## src/rtl/genesys_pkg.sv

```systemverilog
// Shared definitions for the genesys iterator blocks: table sizing defaults,
// iterator table FSM encoding and the depth derivation used by every table.
package genesys_pkg;

    // Defaults shared with the iterator address generator.
    localparam int ITER_NS_INDEX_ID_BITS  = 5;
    localparam int ITER_BASE_STRIDE_WIDTH = 32;

    typedef enum logic {
        ITER_INIT = 1'b0,
        ITER_RUN  = 1'b1
    } iter_state_e;

    function automatic int iter_table_depth(input int index_bits);
        return 1 << index_bits;
    endfunction

endpackage

```

## src/rtl/iterator_regfile.sv

```systemverilog
// One-write, one-read table with a registered, write-first read port.
// The read register only updates on re, so it holds the last read otherwise.
module iterator_regfile
    import genesys_pkg::*;
#(
    parameter int ADDR_BITS  = ITER_NS_INDEX_ID_BITS,
    parameter int DATA_WIDTH = ITER_BASE_STRIDE_WIDTH
) (
    input  logic                  clk,
    input  logic                  reset,
    input  logic                  we,
    input  logic [ADDR_BITS-1:0]  waddr,
    input  logic [DATA_WIDTH-1:0] wdata,
    input  logic                  re,
    input  logic [ADDR_BITS-1:0]  raddr,
    output logic [DATA_WIDTH-1:0] rdata
);

    localparam int DEPTH = iter_table_depth(ADDR_BITS);

    logic [DATA_WIDTH-1:0] mem [DEPTH];
    logic [DATA_WIDTH-1:0] rdata_reg;

    // Array write kept in its own process so it maps onto block RAM.
    always_ff @(posedge clk) begin
        if (we) begin
            mem[waddr] <= wdata;
        end
    end

    always_ff @(posedge clk) begin
        if (!reset) begin
            rdata_reg <= '0;
        end else if (re) begin
            rdata_reg <= (we && (waddr == raddr)) ? wdata : mem[raddr];
        end
    end

    assign rdata = rdata_reg;

endmodule

```

## src/rtl/iterator_table.sv

```systemverilog
// Per-namespace iterator base/stride table: clears itself after reset, then
// serves one-cycle reads with write-first forwarding and an optional base bypass.
module iterator_table
    import genesys_pkg::*;
#(
    parameter int NS_INDEX_ID_BITS  = ITER_NS_INDEX_ID_BITS,
    parameter int BASE_STRIDE_WIDTH = ITER_BASE_STRIDE_WIDTH
) (
    input  logic                         clk,
    input  logic                         reset,
    input  logic                         read_req,
    input  logic [NS_INDEX_ID_BITS-1:0]  read_addr,
    input  logic                         write_req_base,
    input  logic [NS_INDEX_ID_BITS-1:0]  write_addr_base,
    input  logic [BASE_STRIDE_WIDTH-1:0] data_in_base,
    input  logic                         write_req_stride,
    input  logic [NS_INDEX_ID_BITS-1:0]  write_addr_stride,
    input  logic [BASE_STRIDE_WIDTH-1:0] data_in_stride,
    input  logic                         mem_bypass,
    input  logic [BASE_STRIDE_WIDTH-1:0] base_plus_stride,
    output logic [BASE_STRIDE_WIDTH-1:0] iterator_base,
    output logic [BASE_STRIDE_WIDTH-1:0] iterator_stride,
    output logic                         read_valid,
    output logic                         init_done
);

    localparam int DEPTH = iter_table_depth(NS_INDEX_ID_BITS);
    localparam logic [NS_INDEX_ID_BITS-1:0] LAST_IDX = NS_INDEX_ID_BITS'(DEPTH - 1);
    localparam int NUM_RF = 2;  // index 0 = base, index 1 = stride

    iter_state_e                  state_reg, state_next;
    logic [NS_INDEX_ID_BITS-1:0]  init_cnt_reg, init_cnt_next;
    logic                         run;

    logic                         wr_en   [NUM_RF];
    logic [NS_INDEX_ID_BITS-1:0]  wr_addr [NUM_RF];
    logic [BASE_STRIDE_WIDTH-1:0] wr_data [NUM_RF];
    logic [BASE_STRIDE_WIDTH-1:0] rd_data [NUM_RF];
    logic                         rd_en;

    logic                         read_valid_reg;
    logic                         bypass_sel_reg;
    logic [BASE_STRIDE_WIDTH-1:0] bypass_data_reg;

    always_ff @(posedge clk) begin
        if (!reset) begin
            state_reg    <= ITER_INIT;
            init_cnt_reg <= '0;
        end else begin
            state_reg    <= state_next;
            init_cnt_reg <= init_cnt_next;
        end
    end

    always_comb begin
        state_next    = state_reg;
        init_cnt_next = init_cnt_reg;
        case (state_reg)
            ITER_INIT: begin
                init_cnt_next = init_cnt_reg + 1'b1;
                if (init_cnt_reg == LAST_IDX) begin
                    state_next = ITER_RUN;
                end
            end
            ITER_RUN: begin
                state_next = ITER_RUN;
            end
            default: begin
                state_next = ITER_INIT;
            end
        endcase
    end

    assign run = (state_reg == ITER_RUN);

    // The sweep owns both write ports during INIT; user writes only in RUN.
    // Gating with reset keeps a reset cycle from committing anything.
    always_comb begin
        for (int i = 0; i < NUM_RF; i++) begin
            wr_en[i]   = 1'b0;
            wr_addr[i] = init_cnt_reg;
            wr_data[i] = '0;
        end
        if (!run) begin
            wr_en[0] = reset;
            wr_en[1] = reset;
        end else begin
            wr_en[0]   = reset && write_req_base;
            wr_addr[0] = write_addr_base;
            wr_data[0] = data_in_base;
            wr_en[1]   = reset && write_req_stride;
            wr_addr[1] = write_addr_stride;
            wr_data[1] = data_in_stride;
        end
    end

    assign rd_en = reset && run && read_req;

    generate
        for (genvar gi = 0; gi < NUM_RF; gi++) begin : g_rf
            iterator_regfile #(
                .ADDR_BITS  (NS_INDEX_ID_BITS),
                .DATA_WIDTH (BASE_STRIDE_WIDTH)
            ) u_rf (
                .clk   (clk),
                .reset (reset),
                .we    (wr_en[gi]),
                .waddr (wr_addr[gi]),
                .wdata (wr_data[gi]),
                .re    (rd_en),
                .raddr (read_addr),
                .rdata (rd_data[gi])
            );
        end
    endgenerate

    // Bypass select/data are captured with the read so they hold alongside it.
    always_ff @(posedge clk) begin
        if (!reset) begin
            read_valid_reg  <= 1'b0;
            bypass_sel_reg  <= 1'b0;
            bypass_data_reg <= '0;
        end else begin
            read_valid_reg <= rd_en;
            if (rd_en) begin
                bypass_sel_reg  <= mem_bypass;
                bypass_data_reg <= base_plus_stride;
            end
        end
    end

    assign iterator_base   = bypass_sel_reg ? bypass_data_reg : rd_data[0];
    assign iterator_stride = rd_data[1];
    assign read_valid      = read_valid_reg;
    assign init_done       = run;

endmodule

```

## config.mk

```make
export PLATFORM = sky130hd
export DESIGN_NAME = iterator_table
export DESIGN_NICKNAME = d
export VERILOG_FILES = /design/src/rtl/genesys_pkg.sv /design/src/rtl/iterator_regfile.sv /design/src/rtl/iterator_table.sv
export SDC_FILE = /design/constraint.sdc
export NUM_CORES = 2
export LEC_CHECK = 0
export ABC_CLOCK_PERIOD_IN_PS = 6800
export BUFFER_PORTS_ARGS = -buffer_cell sky130_fd_sc_hd__buf_2
export CAP_MARGIN = 30
export CORE_MARGIN = 5
export CORE_UTILIZATION = 50
export CTS_BUF_LIST = sky130_fd_sc_hd__clkbuf_8
export CTS_CLUSTER_DIAMETER = 30
export DETAILED_ROUTE_END_ITERATION = 8
export GPL_ROUTABILITY_DRIVEN = 0
export GPL_TIMING_DRIVEN = 0
export PLACE_DENSITY = 0.63
export SLEW_MARGIN = 20
export SYNTH_ARGS = -nofsm -noshare
export SYNTH_HDL_FRONTEND = slang
export SYNTH_SLANG_ARGS = --single-unit
```

## constraint.sdc

```tcl
create_clock -name clk -period 6.8 [get_ports clk]
set_input_delay 0.34 -clock clk [delete_from_list [all_inputs] [get_ports clk]]
set_output_delay 0.34 -clock clk [all_outputs]
set_load 0.02 [all_outputs]
```

==> out/results.tsv <==
metric	value	unit
WHS	0.0316	ns
reg2reg end	g_rf[0].u_rf.mem[3][22]	
Placed Area	91700	um2
post-route insts no fill	7531	
Hold Startpoint	data_in_stride[11]	
Switching Share	0.227	
switching pwr	6.78	mW
commonest non-fill, non-tap cell in the layout	edfxtp_1	
# Post-CTS Setup Buffers	0	
number of global-route vias before repair	48200	
worst hold endpoint	g_rf[1].u_rf.mem[22][11]	
Clock Sinks	2152	
M3 GR Usage	0.0961	
Die Ht	418	um
placed insts	6587	
Setup crit end kind	register	
row count	149	
most used cell, CP	nand2_1	
Area Growth Syn to Fin	22.9	%
crit-path max cell delay	0.90	ns
Worst Hold Depth	2	
DP Wirelength	195000	um
post-CTS sizing	0	
number of I/O pins	183	
Worst Tran Pin Value	1.17	ns
initial antenna violation count	21	
Slew Viols, Final	0	
Worst Path Required	7.52	ns
critical path class	register to register	
CP max-delay cell	nor2_4	
most frequent cells in the layout	edfxtp_1 (2,048), mux4_2 (496), clkbuf_8 (448)	
core area	165000	um2
CTS Root Cell	clkbuf_8	
f_max	0.227	GHz
hold crit path type	input port to register	
share of cells above drive strength 1	0.343	
Post-synth EDFFs	2048	
syn_area_per_cell	20.7	um2
Arr. time, crit path	5.13	ns
Critical Path Source Type	register	
Post-Syn Instances	4036	
Synth Cell Area	83400	um2
die extent in x	418	um
Clock power frac	0.467	
yosys warns	0	
CTS tree	done	
final hold vios	0	
fin util	0.620	
Final Cell Area	102000	um2
Comb pwr share	0.051	
Final ANT Viol Nets	0	
DRC violations left	0	
Port Buffers	179	
Leakage	35.0	nW
run status	finished clean	
max_cap viols	0	
CTS buffer count	435	
peak supply drop	212	uV
Final Skew	0.0991	ns
GR Util met1	0.435	
Avg WL per Cell	39.0	um
clk slew on worst S/H paths	0.06	ns
post-synthesis register bit count	2152	
Total GRT Usage	0.334	
total power	29.9	mW
H-tree levels	5	
Reg2Reg Depth	9	
Sequential Power Share	0.481	
Final setup violation count	0	
Initial Util	0.504	
worst-skew pair later-pin latency	1.13	ns
final net count	5099	
Initial DRC Count	8656	
First-pass DRT Iterations	8	
Filler Cell Count	11200	
Period Utilization, post-route	0.648	
CP max FO	13	
die area	175000	um2
Slew HR	0.220	
largest net degree at the start of global routing	34	
top_reg_cell synth	edfxtp_1	
cell internal pwr	23.1	mW
min Tclk post-route	4.41	ns
PwrDens	292	nW/um2
DR vias	49600	
global-route wire length before repair	394000	um
asr flop ratio synth	0	
routed wire length	294000	um
post-synth cell types	59	
crit-path cells	buf_4 -> buf_2 -> clkbuf_1 -> nand2_1 -> nand2_1 -> nand3_1 -> nor2_4 -> buf_12 -> buf_16	
Synth Net Count	4155	
reg-to-reg slack, setup	2.39	ns
RSZ-0062 raised after global routing	false	
sequential fraction of the synthesis area	0.763	
reg2reg start	init_done	
hold buffer count at CTS	89	
Largest register FFs	2048	
global route hottest layer	met2	
GRT overflow	0	
clk buf depth	4	
met2 GRT Util	0.500	
drt via density	6.59	
## worst max-delay path, delay by kind of cell (launching register included)
kind	cells	cell delay [ns]
buffers and inverters	5	1.64
DFF	1	0.47
and+or+nand+nor	4	1.92
## cell usage after synthesis, types with 9 or more instances
cell type,instances,area (um2)
clkbuf_1,83,312
o221ai_1,25,219
inv_1,10,37.5
and2_1,69,432
a32oi_1,14,123
mux2_2,44,495
o21ai_1,23,115
nand3_1,53,265
nand2_1,232,871
a22oi_1,11,82.6
o22ai_1,86,538
buf_6,32,360
o21ai_0,37,185
nor2_1,134,503
mux2i_1,185,1850
xnor2_1,9,78.8
edfxtp_1,2048,61500
buf_4,36,270
buf_2,64,320
mux4_2,496,11200
nor3_1,27,135
dfxtp_1,104,2080
nand2b_1,14,87.6
a21oi_1,88,440
o211ai_1,11,82.6
a221oi_1,13,114
## final cells by class
cell class / count / area, um2 / share of cell area
diodes: 19 / 47.5 / 0.000464
repair buffers: 507 / 6620 / 0.0646
flip-flops and latches: 2152 / 63600 / 0.620
clock inverters: 332 / 2970 / 0.0289
inverters: 13 / 48.8 / 0.000476
multi-input cells: 1643 / 18900 / 0.184
clock buffers: 448 / 6170 / 0.0602
plain buffers: 228 / 1420 / 0.0138
well taps: 2189 / 2740 / 0.0267
## metrics by stage
| stage | setup WS [ns] | setup TNS [ns] |
|---|---|---|
| 2_1_floorplan | 3.41 | 0 |
| 3_3_place_gp | -0.723 | -566.69 |
| 3_5_place_dp | 2.61 | 0 |
| 4_1_cts | 2.60 | 0 |
| 5_1_grt | 2.41 | 0 |
| 6_report | 2.39 | 0 |
## worst max-delay path by stage
stage,startpoint,end,cells past startpoint
after floorplan,init_done,g_rf[0].u_rf.mem[28][0],7
after global placement,init_done,g_rf[1].u_rf.mem[21][2],7
after detailed placement,init_done,g_rf[0].u_rf.mem[10][22],10
after CTS,init_done,g_rf[0].u_rf.mem[3][22],9
after global routing,init_done,g_rf[0].u_rf.mem[3][22],9
final,init_done,g_rf[0].u_rf.mem[3][22],9
## logic make-up (layout without fill, tap and decap cells)
family          count (synthesis)  after routing  synth area share
simple gates                  555            555            0.0297
fa+ha+maj                       2              2          0.000300
compound gates                347            347            0.0267
xor+xnor                       13             13           0.00137
flops                        2152           2152             0.763
mux                           726            726             0.162
other cells                     0             19                 0
buf+inv                       241           1528            0.0171
## layer usage
layer / share of wire / routed length [um]
met1: 0.34 / 100000
met2: 0.45 / 132000
met3: 0.13 / 39200
met4: 0.077 / 22500
met5: 0.00014 / 40
## power groups by stage
stage	combinational (mW)	sequential [mW]	clock [mW]
2_1_floorplan	0.752	14.7	0
3_3_place_gp	1.33	14.7	0
3_5_place_dp	1.43	14.7	0
4_1_cts	1.47	14.4	14.0
5_1_grt	1.55	14.4	14.7
6_report	1.54	14.4	14.0
Note: power is estimated with default switching activity, not from simulation.
